File: src/rtl/bsg_adder_wallace_tree_accum.sv
`default_nettype none
// -----------------------------------------------------------------------------
// bsg_adder_wallace_tree_accum : Wallace-tree beat reduction + batch accumulator
// Revision: 1.0
// -----------------------------------------------------------------------------

module bsg_adder_wallace_tree #(
  parameter int width_p    = 8,
  parameter int capacity_p = 8
) (
  input  logic [capacity_p-1:0][width_p-1:0]    ops_i,
  output logic [width_p+$clog2(capacity_p)-1:0] resA_o,
  output logic [width_p+$clog2(capacity_p)-1:0] resB_o
);
  localparam int c_treeWidth = width_p + $clog2(capacity_p);

  if (capacity_p != 8 && capacity_p != 16 && capacity_p != 32) begin : g_badCapacity
    $error("bsg_adder_wallace_tree: capacity_p must be 8, 16 or 32");
  end

  // 3:2 carry-save layers until two rows remain. Carries past the top bit are
  // dropped: the true sum fits in c_treeWidth bits, so resA+resB mod 2^c_treeWidth is exact.
  always_comb begin
    logic [c_treeWidth-1:0] w_rows [capacity_p];
    logic [c_treeWidth-1:0] w_next [capacity_p];
    int n;
    int groups;
    for (int i = 0; i < capacity_p; i++) w_rows[i] = c_treeWidth'(ops_i[i]);
    n = capacity_p;
    for (int s = 0; s < capacity_p; s++) begin
      if (n > 2) begin
        w_next = w_rows;
        groups = n / 3;
        for (int g = 0; g < capacity_p / 3; g++) begin
          if (g < groups) begin
            w_next[2*g]   = w_rows[3*g] ^ w_rows[3*g+1] ^ w_rows[3*g+2];
            w_next[2*g+1] = ((w_rows[3*g] & w_rows[3*g+1]) |
                             (w_rows[3*g] & w_rows[3*g+2]) |
                             (w_rows[3*g+1] & w_rows[3*g+2])) << 1;
          end
        end
        for (int k = 0; k < 2; k++) begin
          if (k < n - 3*groups) w_next[2*groups+k] = w_rows[3*groups+k];
        end
        w_rows = w_next;
        n = 2*groups + (n - 3*groups);
      end
    end
    resA_o = w_rows[0];
    resB_o = w_rows[1];
  end
endmodule

module bsg_adder_wallace_tree_accum #(
  parameter int width_p       = 8,
  parameter int capacity_p    = 8,
  parameter int acc_width_p   = width_p + $clog2(capacity_p) + 8,
  parameter int count_width_p = 16
) (
  input  logic                              clk_i,
  input  logic                              reset_i,
  input  logic                              v_i,
  input  logic [capacity_p-1:0][width_p-1:0] ops_i,
  input  logic                              last_i,
  output logic                              ready_o,
  output logic                              v_o,
  output logic [acc_width_p-1:0]            sum_o,
  output logic [count_width_p-1:0]          count_o,
  output logic                              overflow_o,
  input  logic                              yumi_i
);
  localparam int c_treeWidth = width_p + $clog2(capacity_p);

  localparam logic [1:0] c_stateAcc   = 2'd0;
  localparam logic [1:0] c_stateDrain = 2'd1;
  localparam logic [1:0] c_stateDone  = 2'd2;

  if (acc_width_p < c_treeWidth) begin : g_badAccWidth
    $error("bsg_adder_wallace_tree_accum: acc_width_p narrower than tree output");
  end

  logic [1:0]               r_state;
  logic                     r_s1Valid;
  logic                     r_s1Last;
  logic [c_treeWidth-1:0]   r_resA;
  logic [c_treeWidth-1:0]   r_resB;
  logic [acc_width_p-1:0]   r_acc;
  logic [count_width_p-1:0] r_count;
  logic                     r_overflow;

  logic [c_treeWidth-1:0]   w_treeA;
  logic [c_treeWidth-1:0]   w_treeB;
  logic [c_treeWidth-1:0]   w_beatSum;
  logic [acc_width_p:0]     w_accSum;
  logic                     w_accept;

  bsg_adder_wallace_tree #(
    .width_p    (width_p),
    .capacity_p (capacity_p)
  ) tree (
    .ops_i  (ops_i),
    .resA_o (w_treeA),
    .resB_o (w_treeB)
  );

  assign ready_o  = (r_state == c_stateAcc) && !reset_i;
  assign w_accept = v_i && ready_o;

  // Resolving the carry-save pair at tree width keeps any dropped tree carry out of the accumulator.
  assign w_beatSum = r_resA + r_resB;
  assign w_accSum  = {1'b0, r_acc} + {{(acc_width_p + 1 - c_treeWidth){1'b0}}, w_beatSum};

  always_ff @(posedge clk_i) begin
    if (reset_i) begin
      r_s1Valid <= 1'b0;
      r_s1Last  <= 1'b0;
      r_resA    <= '0;
      r_resB    <= '0;
    end else begin
      r_s1Valid <= w_accept;
      if (w_accept) begin
        r_s1Last <= last_i;
        r_resA   <= w_treeA;
        r_resB   <= w_treeB;
      end
    end
  end

  always_ff @(posedge clk_i) begin
    if (reset_i) begin
      r_state    <= c_stateAcc;
      r_acc      <= '0;
      r_count    <= '0;
      r_overflow <= 1'b0;
    end else begin
      case (r_state)
        c_stateAcc:   if (w_accept && last_i) r_state <= c_stateDrain;
        c_stateDrain: if (r_s1Valid && r_s1Last) r_state <= c_stateDone;
        c_stateDone:  if (yumi_i) r_state <= c_stateAcc;
        default:      r_state <= c_stateAcc;
      endcase

      if (r_state == c_stateDone && yumi_i) begin
        r_acc      <= '0;
        r_count    <= '0;
        r_overflow <= 1'b0;
      end else if (r_s1Valid) begin
        r_acc      <= w_accSum[acc_width_p-1:0];
        r_overflow <= r_overflow | w_accSum[acc_width_p];
        if (r_count != {count_width_p{1'b1}}) r_count <= r_count + count_width_p'(1);
      end
    end
  end

  assign v_o        = (r_state == c_stateDone);
  assign sum_o      = r_acc;
  assign count_o    = r_count;
  assign overflow_o = r_overflow;

  a_yumiRequiresValid: assert property (@(posedge clk_i) disable iff (reset_i) yumi_i |-> v_o)
    else $error("bsg_adder_wallace_tree_accum: yumi_i asserted while v_o=0");
endmodule
`default_nettype wire
File: config.mk
export PLATFORM = sky130hd
export DESIGN_NAME = bsg_adder_wallace_tree_accum
export DESIGN_NICKNAME = d
export VERILOG_FILES = /design/src/rtl/bsg_adder_wallace_tree_accum.sv
export SDC_FILE = /design/constraint.sdc
export NUM_CORES = 1
export LEC_CHECK = 0
export ABC_AREA = 1
export CAP_MARGIN = 5
export CORE_UTILIZATION = 50
export CTS_CLUSTER_SIZE = 28
export DETAILED_ROUTE_END_ITERATION = 6
export PLACE_DENSITY = 0.79
export SLEW_MARGIN = 40
export SYNTH_ARGS = -nofsm -noshare
export SYNTH_HDL_FRONTEND = slang
export SYNTH_SLANG_ARGS = --single-unit
File: constraint.sdc
create_clock -name clk_i -period 3.4 [get_ports clk_i]
set_input_delay 0.68 -clock clk_i [delete_from_list [all_inputs] [get_ports clk_i]]
set_output_delay 0.68 -clock clk_i [all_outputs]
set_load 0.01 [all_outputs]
==> results of run 1 <==
-- layout by cell type, fill, tap and decap left out, types with 3 or more instances in the layout --
cell             netlist  routed
clkbuf_8               0      10
buf_4                  0       3
nor3_1                 6       6
nor2_1                58      58
clkbuf_1               5       3
ha_1                  24      24
clkinv_2               0       3
nand2_1              179     179
and2_1                 4       4
nand3_1               51      51
inv_1                126     126
xnor2_1                7       7
a21oi_1               43      43
xor2_1                11      11
fa_1                  48      48
o21ai_0               10      10
clkdlybuf4s50_1        0     106
nand4_1                7       7
dfxtp_1               58      58
o211ai_1               3       3
-- state kept, by name (all words and copies together), names as in the netlist --
signal	cells
count_o	16
overflow_o	1
r_resA	10
r_resB	8
r_s1Last	1
r_s1Valid	1
r_state	2
sum_o	19
-- area by class of cell --
cell class                      count  area (um2)  area share (%)
Clock inverter                      3        15.0           0.246
Timing Repair Buffer              109        1080            17.8
Tap cell                          129         161            2.65
Sequential cell                    58        1160            19.0
Multi-Input combinational cell    461        3040            49.9
Clock buffer                       13         149            2.44
Inverter                          130         488            8.00
-- power by group through the flow --
| stage | combinational [mW] | sequential (mW) | clock (mW) |
|---|---|---|---|
| after floorplan | 0.896 | 0.818 | 0 |
| after global placement | 1.18 | 0.825 | 0 |
| after detailed placement | 1.22 | 0.828 | 0 |
| after CTS | 1.23 | 0.813 | 0.553 |
| after global routing | 1.44 | 0.823 | 0.581 |
| final | 1.22 | 0.814 | 0.540 |
-- per-layer routing --
metal | part of all wire [%] | track usage, %
met5 | 0 | 0
met4 | 1.3 | 8.60
met3 | 4.9 | 3.30
met2 | 49 | 39.0
met1 | 45 | 27.4
-- cells by family after synthesis --
logic type / synth area share, %
adders and majority gates: 26.5
AOI/OAI and AO/OA: 6.71
xor gates and xnor gates: 3.32
and+or+nand+nor: 27.4
DFF: 24.4
buffers and inverters: 11.6
-- stage by stage --
step | cell area, um2 | setup TNS (ns) | power (mW) | worst slack, ns | cells
after global routing | 6100 | 0 | 2.84 | 0.0243 | 903
after floorplan | 4750 | 0 | 1.71 | 0.294 | 661
after global placement | 5930 | -1.55 | 2.01 | -0.191 | 887
after CTS | 6100 | 0 | 2.60 | 0.142 | 903
final | 6100 | 0 | 2.57 | 0.150 | 903
after detailed placement | 5930 | -1.87 | 2.05 | -0.221 | 887
-- worst paths after layout --
kind | startpoint | to | slack (ns) | cells past startpoint
worst max register to register | r_resB[2] | sum_o[14] | 0.54 | 17
worst min register to register | r_resA[4] | r_resA[4] | 0.47 | 2
worst max-delay path | ops_i[3] | r_resA[3] | 0.15 | 9
worst min-delay path | r_resA[4] | r_resA[4] | 0.47 | 2
-- worst register-to-register path, cell delays in order (launching register included) --
cell      delay (ns)
dfxtp_1         0.34
ha_1            0.17
inv_1           0.06
fa_1            0.40
inv_1           0.10
nand4_1         0.11
o211ai_1        0.15
a21oi_1         0.11
o21bai_1        0.25
ha_1            0.24
nand2_1         0.11
nor2_1          0.17
and2_1          0.14
nand2_1         0.05
nand2_1         0.15
nand3_1         0.10
nand2_1         0.07
nor2_1          0.04
-- cell usage after synthesis --
library cell / number
ha_1: 24
dfxtp_1: 58
fa_1: 48
a21o_1: 1
nand3_2: 1
buf_6: 2
nand3_1: 51
o21ai_4: 1
nand2_1: 179
nor2_4: 1
buf_1: 2
nand4_1: 7
nand2_2: 1
xnor2_1: 7
inv_2: 2
nor3_2: 1
or2_2: 1
buf_2: 3
clkinv_1: 2
xor2_1: 11
o21bai_1: 1
o211ai_1: 3
clkbuf_1: 5
a21oi_1: 43
inv_1: 126
nor3_1: 6
o21ai_0: 10
and2_1: 4
nand3b_1: 2
nor2_1: 58
==> results.cfg, run 1 <==
[status]
status = finished clean

[sta]
final-max-slew-violation-count = 0
tightestPinTransition_ns = 0.492
setup_viol = 0
period_share_pct = 95.6
final_hold_viol_count = 0
grt_setup_unrepaired = false
fin_skew_ns = 0.0120
min_period_ns = 3.25
relSlewSlack_pct = 66.9
fmax_mhz = 308
holdWs_ns = 0.472

[synth]
synth_largest_area_cell = dfxtp_1
synth.yosys.warnings = 0
synth_cell_type_count = 30
synth_top_area_share_pct = 24.4
synth_nets = 802
ys_seq_area_share_pct = 24.4
syn_avg_cell_area_um2 = 7.19
postSynthCellCount = 661
yosys-top-cells-area = dfxtp_1 (24%), fa_1 (20%), nand2_1 (14%)
syn_area_mm2 = 0.00475
ys_ff_latch = 58

[power]
power_frac_clock_pct = 21.0
p_switching_mw = 1.02
switching_share_pct = 39.5
seq_power_share_pct = 31.7
combPwrFrac_pct = 47.3
ir_drop_v = 0.000242
internal_power_mw = 1.56
power.leakage_nw = 2.86
p_per_area_mw_per_mm2 = 422

[setup_path]
max_stage_delay_ns = 0.54
cp_cell_sequence = clkdlybuf4s50_1, fa_1, fa_1, inv_1, fa_1, inv_1, fa_1, o21ai_0, a21oi_1
crit_required_ns = 3.67
cp-start-kind = input port
cp_top_family = adder cells
cp.arrival_ns = 3.52
worst-setup-path-type = in2reg
cp_common_cell = fa_1
crit_buf_inv = 3
endpoint_kind = register
cp_slowest_cell = fa_1
crit_fanout = 1

[die]
start_util_pct = 51.4
fp.dieH_um = 99.5
die_w_um = 99.5
ios = 107
core_area_mm2 = 0.00924
dieArea_mm2 = 0.00990
rows = 35

[cts]
htreeDepth = 3
cts_buffers = 9
ctsResizeCount = 0
numClockSinks = 58
cts_tree = done
clockBufferDepth = 2
hold_buffers = 0
post-cts-setup-buffers = 0
root_buffer = clkbuf_8
clk_pin_slew_ns = 0.06
clock_latency_ns = 0.34

[routing]
dr.pass1.iters = 5
via_per_inst = 4.85
route.vias.total = 4377
wirelength_um = 9950
wl_per_cell_um = 11.0
drt_iter0_drc = 127
drc = 0
ant_nets = 0

[layout]
utilization_pct = 66.0
area_delta_synth_final_pct = 28.3
n_antenna_cell = 0
layout-drive-gt1-share_pct = 3.10
nFillCells = 770
nNetsFinal = 910

[placement]
io_buffer_count = 106
gp_congestion = 0.916
dp_hpwl_um = 8170

[grt]
track_usage_pct = 22.2
gr-total-overflow = 0
grt_pass1_vias = 4194
antenna_found_initial = 0
grt_max_degree = 24
grt_pass1_wl_um = 17700

[worst_hold_path]
hold_class = reg2reg

[flow_run]
maxCapViolCount = 0
Power figures use the tool's default switching activity.
==> run 2: changes to the inputs <==
CORE_ASPECT_RATIO = 0.5   (was not set)
CORE_UTILIZATION = 45   (was 50)
PLACE_DENSITY = 0.73   (was 0.79)
==> run 2 against run 1 <==
  * Cell area up 2.6%
  * Power grew 14%
  * Register-to-register slack improved by 0.02 ns
  * Die area up 11%
  * Worst hold slack lost 0.0039 ns
  * Clock skew shrank 0.0056 ns
  * Count of clock-buffer cells in the layout rose by 2
  * Global-route usage shrank 1.9 points
  * The run now ends with DRC left
  * Non-clock buffer count increased by 1
  * Critical endpoint is now r_resA[1]
  * Critical path depth unchanged
  * Largest cell class unchanged
==> results.cfg, run 2 (synthesized netlist as in run 1, its figures left out) <==
[placement]
io_buffer_count = 106
gp_congestion = 0.857
dp_hpwl_um = 8240
post-place-ws_ns = -0.232

[sta]
setup_slack_ns = 0.127
final-max-slew-violation-count = 0
tightestPinTransition_ns = 0.496
fin_skew_ns = 0.00636
period_share_pct = 96.3
min_period_ns = 3.27
relSlewSlack_pct = 66.7
setup_tns_ns = 0
grt_setup_unrepaired = false
setup_viol = 0
fmax_mhz = 306
final_hold_viol_count = 0

[power]
power.leakage_nw = 2.93
ir_drop_v = 0.000258
power_frac_clock_pct = 30.2
internal_power_mw = 1.87
seq_power_share_pct = 27.7
p_per_area_mw_per_mm2 = 470
p_switching_mw = 1.07
switching_share_pct = 36.3
combPwrFrac_pct = 42.1

[status]
status = finished with violations
violations = DRC

[cts]
ctsResizeCount = 0
post-cts-setup-buffers = 0
root_buffer = clkbuf_16
clock_latency_ns = 0.33
hold_buffers = 0
numClockSinks = 58
clockBufferDepth = 2
cts_buffers = 9
clk_pin_slew_ns = 0.05
htreeDepth = 3
cts_tree = done

[setup_path]
cp.arrival_ns = 3.48
worst-setup-path-type = in2reg
cp_common_cell = fa_1
cp_cell_sequence = clkdlybuf4s50_1, fa_1, inv_1, fa_1, fa_1, inv_1, fa_1, o21ai_0, a21oi_1
endpoint_kind = register
crit_required_ns = 3.61
cp_slowest_cell = fa_1
max_stage_delay_ns = 0.54
cp_top_family = adder cells
crit_buf_inv = 3
crit_fanout = 1
cp-start-kind = input port

[routing]
route.vias.total = 4301
via_per_inst = 4.70
drc = 1
ant_nets = 0
dr.pass1.iters = 6
wl_per_cell_um = 11.2
wirelength_um = 10300
drt_iter0_drc = 118

[grt]
antenna_found_initial = 0
gr-total-overflow = 0
grt_pass1_wl_um = 17800
grt_max_degree = 24
track_usage_pct = 20.3
grt_pass1_vias = 4031

[layout]
largest_reg_flops = 19
nNetsFinal = 911
nFillCells = 968
n_antenna_cell = 0
area_delta_synth_final_pct = 31.7
mostFrequentLayoutCells = nand2_1 (179), inv_1 (126), clkdlybuf4s50_1 (106)
final_common_cell = nand2_1
layout-drive-gt1-share_pct = 3.61

[die]
die_w_um = 147
core_area_mm2 = 0.0102
start_util_pct = 46.4
dieArea_mm2 = 0.0110
ios = 107
rows = 26
fp.dieH_um = 74.7

[worst_hold_path]
hold_class = reg2reg

[flow_run]
maxCapViolCount = 0
[run 2: area by class of cell]
cell class	instances	area, um2	share of cell area, %
Clock buffer	15	298	4.76
Multi-Input combinational cell	461	3040	48.6
Timing Repair Buffer	110	1090	17.4
Inverter	130	488	7.80
Tap cell	140	175	2.80
Clock inverter	1	5.00	0.0800
Sequential cell	58	1160	18.6
[run 2: through the flow]
step                      instance area, um2  hold WS (ns)  instances  power [mW]  utilization, %
after CTS                               6260         0.470        915        2.97            61.1
after global placement                  5960         0.460        899        2.04            58.1
after detailed placement                5960         0.463        899        2.07            58.1
final                                   6260         0.468        915        2.94            61.1
after floorplan                         4750         0.449        661        1.71               -
after global routing                    6260         0.497        915        3.22            61.1
[run 2: final timing paths]
kind | startpoint | to | slack, ns | depth (start not counted)
setup / recovery | ops_i[1] | r_resA[1] | 0.13 | 9
setup reg to reg | r_resA[2] | sum_o[17] | 0.56 | 16
hold / removal | r_resB[2] | r_resB[2] | 0.47 | 2
hold reg to reg | r_resB[2] | r_resB[2] | 0.47 | 2
[run 2: power groups by stage]
stage / Combinational (mW) / Clock, mW / Sequential [mW]
after floorplan: 0.896 / 0 / 0.818
after global placement: 1.21 / 0 / 0.827
after detailed placement: 1.24 / 0 / 0.829
after CTS: 1.25 / 0.907 / 0.816
after global routing: 1.46 / 0.937 / 0.823
final: 1.24 / 0.890 / 0.816
[run 2: tightest hold or removal path, cell delays in order, from the launching register on]
cell and delay [ns]:
dfxtp_1 0.31, nand3_1 0.07, nand2_1 0.04
[run 2: metal layers]
| layer | wire [um] | vias to the layer above | track usage [%] |
|---|---|---|---|
| met5 | 0 | - | 0 |
| met4 | 87 | 0 | 6.41 |
| met3 | 450 | 6 | 4.24 |
| met2 | 4540 | 92 | 33.0 |
| met1 | 5190 | 1964 | 27.7 |
| li1 | - | 2239 | - |
==> run 3: changes to the inputs <==
MAX_ROUTING_LAYER = met4   (was not set)
==> run 3 against run 2 <==
  * The flow still finishes with violations (DRC)
  * Maximum frequency is essentially flat
  * Sequential share of layout area stayed put
  * Combinational power about the same
  * Largest power group unchanged
  * Worst hold slack about the same
  * Sequential power about the same
  * Clock skew rose by 0.0011 ns
  * Routed wire length increased by 0.16%
  * Critical endpoint unchanged
  * Via count increased by 0.19%
==> results.cfg, run 3 (synthesized netlist as in run 1, its figures left out) <==
[cts]
root_buffer = clkbuf_16
numClockSinks = 58
cts_tree = done
htreeDepth = 3
clockBufferDepth = 2
cts_buffers = 9
clock_latency_ns = 0.33
hold_buffers = 0
clk_pin_slew_ns = 0.05
ctsResizeCount = 0
post-cts-setup-buffers = 0

[power]
power.leakage_nw = 2.93
ir_drop_v = 0.000260
power_mw = 2.94
p_per_area_mw_per_mm2 = 470

[setup_path]
crit_required_ns = 3.61
endpoint_kind = register
worst-setup-path-type = in2reg
reg2regPathDepth = 16
cp-start-kind = input port
r2r-end = sum_o[17]
rr_startpoint = r_resA[2]
cp.arrival_ns = 3.48
crit_fanout = 1
r2r_setup_slack_ns = 0.56

[placement]
io_buffer_count = 106
dpl_cell_area_mm2 = 0.00596
dp_hpwl_um = 8240
dp_cells = 899
post-place-ws_ns = -0.232
gp_congestion = 0.871

[grt]
track_usage_pct = 21.0
grt.busiest_layer = met2
grt_pass1_vias = 4028
grt_use_met2_pct = 33.0
met3_usage_pct = 4.06
antenna_found_initial = 0
gr-usage-met1_pct = 27.8
gr-total-overflow = 0
grt_pass1_wl_um = 17800
grt_max_degree = 24

[status]
violations = DRC
status = finished with violations

[routing]
dr.pass1.iters = 6
via_per_inst = 4.71
wirelength_um = 10300
wl_per_cell_um = 11.2
ant_nets = 0
drc = 1
drt_iter0_drc = 132
route.vias.total = 4309

[sta]
setup_viol = 0
fmax_mhz = 306
tightestPinTransition_ns = 0.501
min_period_ns = 3.27
grt_setup_unrepaired = false
final_hold_viol_count = 0
final-max-slew-violation-count = 0
setup_tns_ns = 0
holdWs_ns = 0.468
relSlewSlack_pct = 66.4
period_share_pct = 96.2
setup_slack_ns = 0.129
fin_skew_ns = 0.00746

[die]
dieArea_mm2 = 0.0110
start_util_pct = 46.4
fp.dieH_um = 74.7
die_w_um = 147
rows = 26
core_area_mm2 = 0.0102
ios = 107

[worst_hold_path]
hold_path_end = r_resB[2]
min_from = r_resB[2]
holdPathStages = 2
hold_class = reg2reg

[layout]
nFillCells = 968
area_delta_synth_final_pct = 31.7
final_common_cell = nand2_1
nNetsFinal = 911
utilization_pct = 61.1
instances_no_fill = 915
mostFrequentLayoutCells = nand2_1 (179), inv_1 (126), clkdlybuf4s50_1 (106)
n_antenna_cell = 0
layout-drive-gt1-share_pct = 3.61
ff_latch_area_mm2 = 0.00116
multi_input_area_mm2 = 0.00304
largest_reg_flops = 19
final_area_mm2 = 0.00626

[flow_run]
maxCapViolCount = 0
## run 3: how the worst max path moves through the flow
| stage | depth (start not counted) | startpoint | end | slack (ns) |
|---|---|---|---|---|
| after global placement | 9 | ops_i[1] | r_resA[1] | -0.20 |
| after detailed placement | 9 | ops_i[1] | r_resA[1] | -0.23 |
| final | 9 | ops_i[1] | r_resA[1] | 0.13 |
| after global routing | 9 | ops_i[1] | r_resA[1] | 0.005 |
| after CTS | 9 | ops_i[1] | r_resA[1] | 0.11 |
| after floorplan | 8 | ops_i[3] | r_resA[3] | 0.29 |
## run 3: power breakdown
group,internal (mW),switching (mW),total (mW)
clock,0.590,0.300,0.891
combinational,0.524,0.714,1.24
sequential,0.759,0.0558,0.815
## run 3: layout make-up
class,count,area share [%]
Clock buffer,15,4.76
Clock inverter,1,0.0800
Inverter,130,7.80
Multi-Input combinational cell,461,48.6
Sequential cell,58,18.6
Timing Repair Buffer,110,17.4
Tap cell,140,2.80
## run 3: per-layer routing
layer	wire (um)	vias up	part of all wire (%)
met5	0	-	0
li1	-	2240	-
met4	87	0	0.85
met3	439	6	4.3
met1	5210	1964	51
met2	4560	99	44
## run 3: critical path: stages
cell and delay [ns]:
clkdlybuf4s50_1 0.44, fa_1 0.54, inv_1 0.06, fa_1 0.50, fa_1 0.54, inv_1 0.05
fa_1 0.45, o21ai_0 0.17, a21oi_1 0.05
